## src/rtl/matrix_pkg.sv

```systemverilog
// Shared definitions for the matrix output stage: word format, FSM encoding
// and the saturating adder used on the drain path.
package matrix_pkg;

  localparam int DATA_WIDTH = 16;
  localparam int FRAC_WIDTH = 8;

  typedef enum logic [1:0] {
    S_IDLE    = 2'd0,
    S_COLLECT = 2'd1,
    S_DRAIN   = 2'd2,
    S_DONE    = 2'd3
  } state_t;

  localparam logic signed [DATA_WIDTH-1:0] SAT_MAX = {1'b0, {(DATA_WIDTH-1){1'b1}}};
  localparam logic signed [DATA_WIDTH-1:0] SAT_MIN = {1'b1, {(DATA_WIDTH-1){1'b0}}};

  // Both operands share FRAC_WIDTH, so a plain add keeps the binary point.
  function automatic logic signed [DATA_WIDTH-1:0] sat_add(
    input logic signed [DATA_WIDTH-1:0] a,
    input logic signed [DATA_WIDTH-1:0] b
  );
    logic signed [DATA_WIDTH:0] s;
    s = {a[DATA_WIDTH-1], a} + {b[DATA_WIDTH-1], b};
    if (s[DATA_WIDTH] != s[DATA_WIDTH-1]) begin
      sat_add = s[DATA_WIDTH] ? SAT_MIN : SAT_MAX;
    end else begin
      sat_add = s[DATA_WIDTH-1:0];
    end
  endfunction

endpackage

```

## src/rtl/sat_add_relu.sv

```systemverilog
// Bias add with saturation and optional ReLU; result captured in an output
// register when i_load is high.
module sat_add_relu
  import matrix_pkg::*;
(
  input  logic                         i_clk,
  input  logic                         i_rst,
  input  logic                         i_load,
  input  logic                         i_relu,
  input  logic signed [DATA_WIDTH-1:0] i_c,
  input  logic signed [DATA_WIDTH-1:0] i_bias,
  output logic signed [DATA_WIDTH-1:0] o_data
);

  logic signed [DATA_WIDTH-1:0] w_sum;
  logic signed [DATA_WIDTH-1:0] w_act;

  always_comb begin
    w_sum = sat_add(i_c, i_bias);
    if (i_relu && w_sum[DATA_WIDTH-1]) begin
      w_act = {DATA_WIDTH{1'b0}};
    end else begin
      w_act = w_sum;
    end
  end

  always_ff @(posedge i_clk) begin
    if (i_rst) begin
      o_data <= {DATA_WIDTH{1'b0}};
    end else if (i_load) begin
      o_data <= w_act;
    end
  end

endmodule

```

## src/rtl/matrix_out_bias_act.sv

```systemverilog
// Collects an out-of-order M x N result matrix, then drains it row-major with
// per-column bias, saturation and optional ReLU under valid/ready flow control.
module matrix_out_bias_act
  import matrix_pkg::*;
#(
  parameter  int M    = 4,
  parameter  int N    = 2,
  localparam int RW   = $clog2(M),
  localparam int CW   = $clog2(N),
  localparam int NE   = M * N,
  localparam int IW   = $clog2(NE),
  localparam int CNTW = $clog2(NE + 1)
) (
  input  logic                         clk,
  input  logic                         rst,
  input  logic                         start,
  input  logic                         relu_en,
  input  logic signed [DATA_WIDTH-1:0] bias_data,
  input  logic [CW-1:0]                bias_col,
  input  logic                         bias_valid,
  input  logic signed [DATA_WIDTH-1:0] c_data,
  input  logic [RW-1:0]                c_row,
  input  logic [CW-1:0]                c_col,
  input  logic                         c_valid,
  input  logic                         c_done,
  output logic signed [DATA_WIDTH-1:0] out_data,
  output logic [RW-1:0]                out_row,
  output logic [CW-1:0]                out_col,
  output logic                         out_valid,
  input  logic                         out_ready,
  output logic                         out_last,
  output logic                         done,
  output logic                         busy,
  output logic                         err
);

  state_t                       r_state;
  logic signed [DATA_WIDTH-1:0] r_buf [NE];
  logic [NE-1:0]                r_map;
  logic [CNTW-1:0]              r_count;
  logic signed [DATA_WIDTH-1:0] r_bias [N];
  logic [CNTW-1:0]              r_rd_ptr;
  logic [RW-1:0]                r_row;
  logic [CW-1:0]                r_col;
  logic                         r_relu, r_err, r_busy, r_done, r_valid, r_last;

  logic                         w_c_ok, w_bias_ok, w_c_new, w_hs, w_load;
  logic [IW-1:0]                w_c_idx, w_rd_idx;
  logic [CW-1:0]                w_rd_col;
  logic [CNTW-1:0]              w_count_nxt;
  logic signed [DATA_WIDTH-1:0] w_rd_c;

  always_comb begin
    w_c_ok      = (int'(c_row) < M) && (int'(c_col) < N);
    w_bias_ok   = int'(bias_col) < N;
    w_c_idx     = IW'(int'(c_row) * N + int'(c_col));
    w_c_new     = (r_state == S_COLLECT) && c_valid && w_c_ok && !r_map[w_c_idx];
    w_count_nxt = w_c_new ? r_count + 1'b1 : r_count;
    w_hs        = r_valid && out_ready;
    w_load      = (r_state == S_DRAIN) && !start && (!r_valid || w_hs) &&
                  (r_rd_ptr < CNTW'(NE));
    w_rd_idx    = r_rd_ptr[IW-1:0];
    w_rd_col    = CW'(int'(w_rd_idx) % N);
    // Cells never written this matrix read as zero, so they drain as bias only.
    w_rd_c      = r_map[w_rd_idx] ? r_buf[w_rd_idx] : {DATA_WIDTH{1'b0}};
  end

  always_ff @(posedge clk) begin
    if (!rst && !start && (r_state == S_COLLECT) && c_valid && w_c_ok) begin
      r_buf[w_c_idx] <= c_data;
    end
  end

  always_ff @(posedge clk) begin
    if (rst) begin
      r_state  <= S_IDLE;
      r_map    <= {NE{1'b0}};
      r_count  <= {CNTW{1'b0}};
      r_rd_ptr <= {CNTW{1'b0}};
      r_row    <= {RW{1'b0}};
      r_col    <= {CW{1'b0}};
      r_relu   <= 1'b0;
      r_err    <= 1'b0;
      r_busy   <= 1'b0;
      r_done   <= 1'b0;
      r_valid  <= 1'b0;
      r_last   <= 1'b0;
      for (int i = 0; i < N; i++) r_bias[i] <= {DATA_WIDTH{1'b0}};
    end else begin
      r_done <= 1'b0;
      if (bias_valid && (r_state != S_DRAIN) && w_bias_ok) begin
        r_bias[bias_col] <= bias_data;
      end
      if (start) begin
        r_state  <= S_COLLECT;
        r_busy   <= 1'b1;
        r_map    <= {NE{1'b0}};
        r_count  <= {CNTW{1'b0}};
        r_rd_ptr <= {CNTW{1'b0}};
        r_err    <= 1'b0;
        r_relu   <= relu_en;
        r_valid  <= 1'b0;
        r_last   <= 1'b0;
      end else begin
        if (bias_valid && (r_state != S_DRAIN) && !w_bias_ok) r_err <= 1'b1;
        case (r_state)
          S_IDLE: begin
            r_busy <= 1'b0;
          end
          S_COLLECT: begin
            if (c_valid) begin
              if (!w_c_ok || r_map[w_c_idx]) r_err <= 1'b1;
              if (w_c_new) r_map[w_c_idx] <= 1'b1;
            end
            r_count <= w_count_nxt;
            if ((w_count_nxt == CNTW'(NE)) || c_done) begin
              r_state <= S_DRAIN;
              if (w_count_nxt != CNTW'(NE)) r_err <= 1'b1;
            end
          end
          S_DRAIN: begin
            if (c_valid) r_err <= 1'b1;
            if (w_hs && r_last) begin
              r_valid <= 1'b0;
              r_last  <= 1'b0;
              r_state <= S_DONE;
              r_busy  <= 1'b0;
              r_done  <= 1'b1;
            end else if (w_load) begin
              r_valid  <= 1'b1;
              r_row    <= RW'(int'(r_rd_ptr) / N);
              r_col    <= w_rd_col;
              r_last   <= (r_rd_ptr == CNTW'(NE - 1));
              r_rd_ptr <= r_rd_ptr + 1'b1;
            end else if (w_hs) begin
              r_valid <= 1'b0;
            end
          end
          S_DONE: begin
            r_state <= S_IDLE;
            r_busy  <= 1'b0;
          end
          default: begin
            r_state <= S_IDLE;
            r_busy  <= 1'b0;
          end
        endcase
      end
    end
  end

  sat_add_relu u_sat_add_relu (
    .i_clk  (clk),
    .i_rst  (rst),
    .i_load (w_load),
    .i_relu (r_relu),
    .i_c    (w_rd_c),
    .i_bias (r_bias[w_rd_col]),
    .o_data (out_data)
  );

  assign out_row   = r_row;
  assign out_col   = r_col;
  assign out_valid = r_valid;
  assign out_last  = r_last;
  assign done      = r_done;
  assign busy      = r_busy;
  assign err       = r_err;

endmodule

```

## config.mk

```make
export PLATFORM = sky130hd
export DESIGN_NAME = matrix_out_bias_act
export DESIGN_NICKNAME = d
export VERILOG_FILES = /design/src/rtl/matrix_pkg.sv /design/src/rtl/sat_add_relu.sv /design/src/rtl/matrix_out_bias_act.sv
export SDC_FILE = /design/constraint.sdc
export NUM_CORES = 1
export LEC_CHECK = 0
export BUFFER_PORTS_ARGS = -buffer_cell sky130_fd_sc_hd__buf_4
export CORE_ASPECT_RATIO = 0.8
export CORE_MARGIN = 1.5
export CORE_UTILIZATION = 60
export CTS_BUF_LIST = sky130_fd_sc_hd__clkbuf_4 sky130_fd_sc_hd__clkbuf_8 sky130_fd_sc_hd__clkbuf_16
export DETAILED_ROUTE_END_ITERATION = 16
export PLACE_DENSITY = 0.8
export SETUP_SLACK_MARGIN = 0.5
export SYNTH_ARGS = -nofsm -noshare
export SYNTH_HDL_FRONTEND = slang
export SYNTH_SLANG_ARGS = --single-unit
```

## constraint.sdc

```tcl
create_clock -name clk -period 7.4 [get_ports clk]
set_input_delay 0.37 -clock clk [delete_from_list [all_inputs] [get_ports clk]]
set_output_delay 0.37 -clock clk [all_outputs]
set_load 0.01 [all_outputs]
```

Word-level counts from Yosys, hierarchy flattened
Memory sizes are Yosys's and may differ from the RTL's. A register that Yosys moved wholly into a read port is not among the register bits.
Cells that the tools add are included.
{"block": "classes", "bitwise_logic": 4, "order_cmp": 4, "n_addsub": 4, "n_eq_ne": 13, "mux": 44, "n_reduce_logical": 39}
{"op": "$mux 16", "count": 5}
{"op": "$mux 1", "count": 28}
{"op": "$add 16x16->17", "count": 1}
{"op": "$reduce_or 16->1", "count": 1}
{"op": "$logic_and 1x1->1", "count": 13}
{"op": "$reduce_and 3->1", "count": 4}
{"op": "$reduce_bool 3->1", "count": 3}
{"op": "$add 4x1->4 const B", "count": 2}
{"op": "$lt 3x4->1 const B", "count": 2}
{"op": "$or 8x8->8", "count": 1}
{"op": "$reduce_and 2->1", "count": 4}
{"op": "$bmux 1 s3", "count": 2}
{"op": "$mux 3", "count": 2}
{"op": "$ne 3x2->1 const B", "count": 2}
{"op": "$pmux 2 s3", "count": 1}
{"op": "$eq 2x2->1 const B", "count": 2}
{"op": "$eq 4x3->1 const B", "count": 1}
{"op": "$eq 4x4->1 const B", "count": 1}
{"op": "$logic_not 1->1", "count": 4}
{"op": "$lt 4x4->1 const B", "count": 1}
{"op": "$mux 2", "count": 2}
{"op": "$mux 4", "count": 1}
{"op": "$ne 2x1->1 const B", "count": 2}
{"op": "$ne 2x2->1 const B", "count": 2}
{"op": "other kinds (15)", "count": 21}
{"block": "totals", "ff_bits": 43, "n_memories": 2, "in_bits": 44, "mem_bits_rw": 160}
{"memory": "r_buf", "depth": 8, "word_bits": 16, "rd": 1, "rd_ports_with_merged_regs": 1, "write_ports": 1, "line_no": "matrix_out_bias_act.sv:38", "text": "logic signed [DATA_WIDTH-1:0] r_buf [NE];"}
{"memory": "r_bias", "depth": 2, "word_bits": 16, "rd": 1, "rd_ports_with_merged_regs": 1, "write_ports": 2, "line_no": "matrix_out_bias_act.sv:41", "text": "logic signed [DATA_WIDTH-1:0] r_bias [N];"}

Depth between registers and ports, before layout
Gate-level depths: netlist of run 1.
{"block": "logic_depth", "word_depth": 11, "depth_mapped": 16, "depth_no_buf": 12}

By module
Synthesis of run 1 repeated with hierarchy kept, for this count alone.
{"block": "unflattened", "hier_cells": 643, "hier_area_um2": 9291.4}
{"mod": "matrix_out_bias_act", "area_per_inst_um2": 7835.0, "cells_per_inst": 466, "seq_area_each_um2": 5405.2, "instances": 1}
{"mod": "sat_add_relu", "area_per_inst_um2": 1456.4, "cells_per_inst": 177, "seq_area_each_um2": 320.3, "instances": 1}

Least setup slack after synthesis of run 1
OpenSTA, ideal clock, no wires.
{"block": "synth_timing", "path_kind": "reg2reg", "start": "register (tool-made name)", "end": "register u_sat_add_relu.o_data[14]", "slack_ns": 3.014, "path_stages_with_launch": 14, "arrival_ns": 4.253, "t_required_ns": 7.267, "path_buffers": 3, "path_cell_list": "dfxtp_1 > buf_1 > clkbuf_1 > mux2_2 > ha_1 > fa_1 > a211oi_1 > nor4b_1 > o21ai_0 > a21oi_1 > o41a_1 > a22oi_1 > clkbuf_1 > a31oi_1"}
{"item": "end signal, assigned", "line_no": "sat_add_relu.sv:29", "text": "o_data <= {DATA_WIDTH{1'b0}};"}
{"item": "end signal, assigned", "line_no": "sat_add_relu.sv:31", "text": "o_data <= w_act;"}
{"item": "end, declared", "line_no": "sat_add_relu.sv:12", "text": "output logic signed [DATA_WIDTH-1:0] o_data"}

Final worst setup path of run 1
{"block": "layout_timing", "start": "register r_rd_ptr[0]", "end": "register u_sat_add_relu.o_data[1]"}
{"block": "layout_via", "elab_chain_cells": 8, "word_cells_on_any_way": 11, "classes_between": "add/sub (1); order compare (1); eq/ne (1); mux (6); reduce/logical (2)"}
{"item": "start, declared", "line_no": "matrix_out_bias_act.sv:42", "text": "logic [CNTW-1:0] r_rd_ptr;"}
{"item": "start signal, assigned", "line_no": "matrix_out_bias_act.sv:79", "text": "r_rd_ptr <= {CNTW{1'b0}};"}
{"item": "start signal, assigned", "line_no": "matrix_out_bias_act.sv:99", "text": "r_rd_ptr <= {CNTW{1'b0}};"}
{"item": "start signal, assigned", "line_no": "matrix_out_bias_act.sv:134", "text": "r_rd_ptr <= r_rd_ptr + 1'b1;"}
{"item": "$bmux 1 s3", "line_no": "matrix_out_bias_act.sv:65", "text": "w_rd_c = r_map[w_rd_idx] ? r_buf[w_rd_idx] : {DATA_WIDTH{1'b0}};"}
{"item": "$mux 1 (not written as such)", "line_no": "matrix_out_bias_act.sv:65"}
{"item": "$mux 16", "line_no": "matrix_out_bias_act.sv:65"}
{"item": "$add 16x16->17", "line_no": "matrix_pkg.sv:24", "text": "s = {a[DATA_WIDTH-1], a} + {b[DATA_WIDTH-1], b};"}
{"item": "$mux 16 / $ne 1x1->1 (equally long branches)", "line_no": "matrix_pkg.sv:26, matrix_pkg.sv:25"}
{"item": "$mux 16", "line_no": "matrix_pkg.sv:25", "text": "if (s[DATA_WIDTH] != s[DATA_WIDTH-1]) begin"}
{"item": "$logic_and 1x1->1", "line_no": "sat_add_relu.sv:20", "text": "if (i_relu && w_sum[DATA_WIDTH-1]) begin"}
{"item": "$mux 16", "line_no": "sat_add_relu.sv:20"}
Several ways; a longest one is shown, not always the timed one. The select of a mux whose other input is x is not followed.
A chain may end at the register's enable or synchronous reset.

==> results.sh, run 1 <==
export IMPL_wl_um=18700
export IMPL_yosysWarnings=0
export IMPL_ys_seq_elements=206
export IMPL_grt_max_degree=33
export IMPL_r2r_slack_ps=1810
export IMPL_initial_core_util_pct=61.2
export IMPL_insertion_delay_ps=500
export IMPL_yosysMostFrequentCell="edfxtp_1"
export IMPL_synth_ff_type="edfxtp_1"
export IMPL_setup_tns_ps=0
export IMPL_cts_root_buf="clkbuf_16"
export IMPL_maxCapViolCount=0
export IMPL_die_w_um=141
export IMPL_avgSynthCellArea_sq_um=14.1
export IMPL_post_route_period_util_pct=75.5
export IMPL_status="completed"
export IMPL_hpwl_um=12600
export IMPL_drive_gt1_share_pct=24.8
export IMPL_ctsHoldBuffers=0
export IMPL_cts_buffer_depth=3
export IMPL_finalWorstPathRequiredPeriod_ps=5590
export IMPL_core_rowCount=40
export IMPL_ys_seq_area_share_pct=62.8
export IMPL_grt_overflow_total=0
export IMPL_setup_viol=0
export IMPL_viasPerCell=6.14
export IMPL_synth_top_area_share_pct=52.7
export IMPL_num_nets_final=776
export IMPL_powerDensity_nw_per_um2=223
export IMPL_finalHoldViolCount=0
export IMPL_place_gp_congestion=0.878
export IMPL_htreeDepth=1
export IMPL_startpoint_type="flop"
export IMPL_path_max_fanout=16
export IMPL_grt_pass1_wl_um=29400
export IMPL_io_pins=68
export IMPL_postSynthCellCount=646
export IMPL_max_slew_worst_pin_slew_ps=1230
export IMPL_numPortBuffers=67
export IMPL_synthTopCellsByCount="160 x edfxtp_1, 56 x nor2_1, 46 x dfxtp_1, 44 x nand2_1, 36 x mux4_2"
export IMPL_cts_tree="built"
export IMPL_detail_route_iter0_violations=477
export IMPL_final_area_sq_um=10500
export IMPL_fp_dieH_um=113
export IMPL_netlist_area_sq_um=9120
export IMPL_antenna_left=0
export IMPL_synth_area_leaders="edfxtp_1 53%, dfxtp_1 10%, mux4_2 8.9%"
export IMPL_rsz0062_at_grt="no"
export IMPL_cts_made_buffers=20
export IMPL_placed_area_sq_um=9830
export IMPL_finalMaxSlewViolations=0
export IMPL_synth_edff_count=160
export IMPL_clk_pin_slew_worst_paths_ps=60
export IMPL_synth_distinct_cells=48
export IMPL_layout_area_overhead_vs_synth_pct=14.8
export IMPL_cts_sinks=206
export IMPL_grt_pass1_vias=5552
export IMPL_first_pass_iters=5
export IMPL_end_kind="flop"
export IMPL_cp_data_arrival_time_ps=5880
export IMPL_vias=5598
export IMPL_max_freq_mhz=179
export IMPL_synth_top_area_cell="edfxtp_1"
export IMPL_wl_per_cell_um=20.6
export IMPL_cts_resized=0
export IMPL_drc=0
export IMPL_worstSetupPathType="flop to flop"
export IMPL_die_area_sq_um=16000
export IMPL_max_slew_margin_pct=18.3
export IMPL_cp_required_ps=7690
export IMPL_hold_class="primary input to flop"
export IMPL_grt_total_usage_pct=24.1
export IMPL_clock_skew_final_ps=16.4
export IMPL_cts_setup_buffers=0
export IMPL_coreArea_sq_um=14900
export IMPL_diodes=0
export IMPL_ir_worst_vdd_v=0.000218
export IMPL_antenna_found_initial=0
export IMPL_p_leak_nw=3.70
export IMPL_syn_nets=714
export IMPL_synthArstFlopShare_pct=0
## logic make-up after synthesis
family	after synthesis	share of synthesized area [%]
and+or+nand+nor	180	9.64
DFF	206	62.8
muxes	75	13.4
AOI/OAI and AO/OA	100	7.37
buffers and inverters	44	1.82
xor gates and xnor gates	17	1.63
adders and majority gates	24	3.37
## worst max-delay path, stage by stage (launching register included)
cell	delay [ps]
dfxtp_1	480
mux4_2	530
mux2i_1	920
nor2_1	120
ha_1	270
fa_1	440
a211oi_1	360
nor4b_1	140
o21ai_0	440
a21oi_1	140
o41a_1	340
a22oi_1	960
a311oi_1	230
## layout make-up
cell class / instances / area, sq um
clock buffers: 30 / 582
clock inverters: 6 / 55.1
fillers: 984 / 4440
inverters: 11 / 41.3
multi-input cells: 396 / 3280
flip-flops and latches: 206 / 5730
well taps: 189 / 236
repair buffers: 73 / 548
## layer usage
layer	share of wire (%)	vias to the layer above	GRT usage, %
met5	0	-	0
met4	2.2	0	7.22
met3	6.1	36	4.36
met2	50	209	41.1
met1	42	2750	32.1
li1	-	2603	-
## layout by cell type (no fill, tap or decap), drive strengths merged, types with 22 or more instances in the layout
master and n:
and2 33, ha 23, nor2 56, edfxtp 160, mux4 36, a21oi 28
nand2 44, dfxtp 46, clkbuf 30, buf 73, mux2i 22
## final timing paths
kind	from	endpoint	depth (start not counted)
setup reg to reg	r_rd_ptr[0]$_SDFFE_PP0P_	u_sat_add_relu.o_data[1]$_SDFFE_PP0P_	12
hold reg to reg	u_sat_add_relu.o_data[15]$_SDFFE_PP0P_	u_sat_add_relu.o_data[15]$_SDFFE_PP0P_	2
setup / recovery	r_rd_ptr[0]$_SDFFE_PP0P_	u_sat_add_relu.o_data[1]$_SDFFE_PP0P_	12
hold / removal	c_data[2]	r_buf[0][2]$_DFFE_PP_	1
## report_power, final
group,total (W),internal [W],leakage (nW),switching (W)
Sequential,0.00127,0.00126,1.86,0.00000532
Combinational,0.000104,0.0000434,1.52,0.0000609
Clock,0.000968,0.000552,0.326,0.000416
## flip-flops by register name, summed over array words and instances, names as in the netlist, named ones only
name	flops
r_relu	1
out_col	1
u_sat_add_relu.o_data	16
r_buf	128
r_count	4
r_map	8
busy	1
r_state	2
out_row	2
out_last	1
out_valid	1
err	1
r_bias	32
r_rd_ptr	4
done	1
## through the flow
stage                     util, %  power, W  setup slack (ps)  std cells  hold slack [ps]
after global routing         70.2   0.00241              1340        911             82.8
final                        70.2   0.00234              1810        911             96.1
after CTS                    70.2   0.00235              1850        911             83.5
after global placement       65.9   0.00139              2160        875              449
after detailed placement     65.9   0.00139              1910        875              460
after floorplan                 -   0.00135              3010        646              433
(Power assumes the default switching activity.)
==> run 2: changes to the inputs <==
--- a/config.mk
+++ b/config.mk
@@ -8,10 +8,10 @@
 export BUFFER_PORTS_ARGS = -buffer_cell sky130_fd_sc_hd__buf_4
 export CORE_ASPECT_RATIO = 0.8
 export CORE_MARGIN = 1.5
-export CORE_UTILIZATION = 60
+export CORE_UTILIZATION = 54
 export CTS_BUF_LIST = sky130_fd_sc_hd__clkbuf_4 sky130_fd_sc_hd__clkbuf_8 sky130_fd_sc_hd__clkbuf_16
 export DETAILED_ROUTE_END_ITERATION = 16
-export PLACE_DENSITY = 0.8
+export PLACE_DENSITY = 0.76
 export SETUP_SLACK_MARGIN = 0.5
 export SYNTH_ARGS = -nofsm -noshare
 export SYNTH_HDL_FRONTEND = slang
==> constraint.sdc (replaced) <==
create_clock -name clk -period 4.8 [get_ports clk]
set_input_delay 0.24 -clock clk [delete_from_list [all_inputs] [get_ports clk]]
set_output_delay 0.24 -clock clk [all_outputs]
set_load 0.01 [all_outputs]
==> results.sh, run 2 (synthesis gave the netlist of run 1 again) <==
export IMPL_diodes=0
export IMPL_wl_per_cell_um=19.8
export IMPL_detail_route_iter0_violations=383
export IMPL_cts_root_buf="clkbuf_16"
export IMPL_numPortBuffers=67
export IMPL_insertion_delay_ps=500
export IMPL_drc=0
export IMPL_rsz0062_at_grt="no"
export IMPL_top_regs="r_buf (128), r_bias (32), u_sat_add_relu.o_data (16)"
export IMPL_antenna_found_initial=0
export IMPL_htreeDepth=1
export IMPL_max_slew_margin_pct=25.2
export IMPL_grt_max_degree=37
export IMPL_viasPerCell=5.92
export IMPL_antenna_left=0
export IMPL_cp_required_ps=5160
export IMPL_end_kind="flop"
export IMPL_finalPower_w=0.00366
export IMPL_status="completed"
export IMPL_cts_setup_buffers=0
export IMPL_cp_data_arrival_time_ps=4380
export IMPL_final_cell_count_no_fill=964
export IMPL_num_nets_final=798
export IMPL_post_route_period_util_pct=83.7
export IMPL_pre_cts_slack_ps=435
export IMPL_cts_made_buffers=21
export IMPL_layout_commonest_cell="edfxtp_1"
export IMPL_die_w_um=148
export IMPL_regArea_sq_um=5730
export IMPL_wl_um=19000
export IMPL_finalHoldViolCount=0
export IMPL_top_register="r_buf"
export IMPL_multi_input_comb_area_sq_um=3320
export IMPL_setup_viol=0
export IMPL_finalWorstPathRequiredPeriod_ps=4020
export IMPL_layout_common_cells="160 x edfxtp_1, 76 x buf_4, 50 x nor2_1, 44 x nand2_1, 44 x dfxtp_1"
export IMPL_vias=5705
export IMPL_hold_class="primary input to flop"
export IMPL_path_max_fanout=15
export IMPL_grt_pass1_wl_um=30100
export IMPL_worstSetupPathType="flop to flop"
export IMPL_ir_worst_vdd_v=0.000311
export IMPL_finalMaxSlewViolations=0
export IMPL_first_pass_iters=6
export IMPL_initial_core_util_pct=55.1
export IMPL_p_leak_nw=3.81
export IMPL_fp_dieH_um=119
export IMPL_io_pins=68
export IMPL_grt_total_usage_pct=22.1
export IMPL_core_rowCount=42
export IMPL_cts_sinks=206
export IMPL_setup_tns_ps=0
export IMPL_largest_reg_flops=128
export IMPL_powerDensity_nw_per_um2=340
export IMPL_setup_ws_ps=782
export IMPL_die_area_sq_um=17700
export IMPL_coreArea_sq_um=16600
export IMPL_dp_cells=910
export IMPL_max_freq_mhz=249
export IMPL_place_gp_congestion=0.875
export IMPL_clock_skew_final_ps=8.92
export IMPL_max_slew_worst_pin_slew_ps=1120
export IMPL_drive_gt1_share_pct=25.5
export IMPL_maxCapViolCount=0
export IMPL_clk_pin_slew_worst_paths_ps=60
export IMPL_layout_area_overhead_vs_synth_pct=18.1
export IMPL_startpoint_type="flop"
export IMPL_fillCellCount=1175
export IMPL_post_route_util_pct=65.1
export IMPL_grt_overflow_total=0
export IMPL_cts_buffer_depth=3
export IMPL_cts_tree="built"
export IMPL_grt_pass1_vias=5620
export IMPL_hpwl_um=12500
[run 2: worst max-delay path, cell delays in order, from the launching register on]
cell and delay, ps:
dfxtp_2 350, buf_4 260, mux4_2 540, mux2i_1 310, nor2_1 130, ha_1 310
a211oi_1 320, o211ai_1 220, a211oi_2 320, o21ai_0 200, and3_2 320, a2111oi_0 500
a311oi_1 90
[run 2: per-stage QoR]
stage	area [sq um]	hold slack (ps)
after CTS	10700	19.3
after global routing	10800	21.4
final	10800	26.9
after detailed placement	9920	457
after floorplan	9130	339
after global placement	9920	455
[run 2: area by class of cell]
class | count | share of cell area (%)
multi-input cells | 396 | 30.8
flip-flops and latches | 206 | 53.2
clock buffers | 31 | 5.69
inverters | 11 | 0.383
repair buffers | 94 | 7.06
well taps | 220 | 2.56
clock inverters | 6 | 0.337
[run 2: per-layer routing]
metal	track usage (%)	share of wire [%]
met5	0	0
met2	36.4	48
met3	3.95	5.1
met4	6.13	2.5
met1	30.5	44
[run 2: final timing paths]
kind	from	endpoint	cells after the start	slack, ps
worst max-delay path	flop	u_sat_add_relu.o_data[13]$_SDFFE_PP0P_	12	780
worst min-delay path	c_valid	err$_SDFFE_PP0P_	3	30
worst max register to register	flop	u_sat_add_relu.o_data[13]$_SDFFE_PP0P_	12	780
worst min register to register	u_sat_add_relu.o_data[15]$_SDFFE_PP0P_	u_sat_add_relu.o_data[15]$_SDFFE_PP0P_	2	460
[run 2: repair_timing]
item,4_1_cts,5_1_grt
hold buffers,17,0
pin swaps,0,1
endpoints found under the setup margin,13,16
hold endpoints to repair,129,0
gates resized for setup,1,8
[run 2: where the power goes]
part	internal [W]	switching, W	total [W]
Combinational	0.0000764	0.0000955	0.000172
Sequential	0.00194	0.00000839	0.00195
Clock	0.000889	0.000650	0.00154
Total	0.00291	0.000754	0.00366
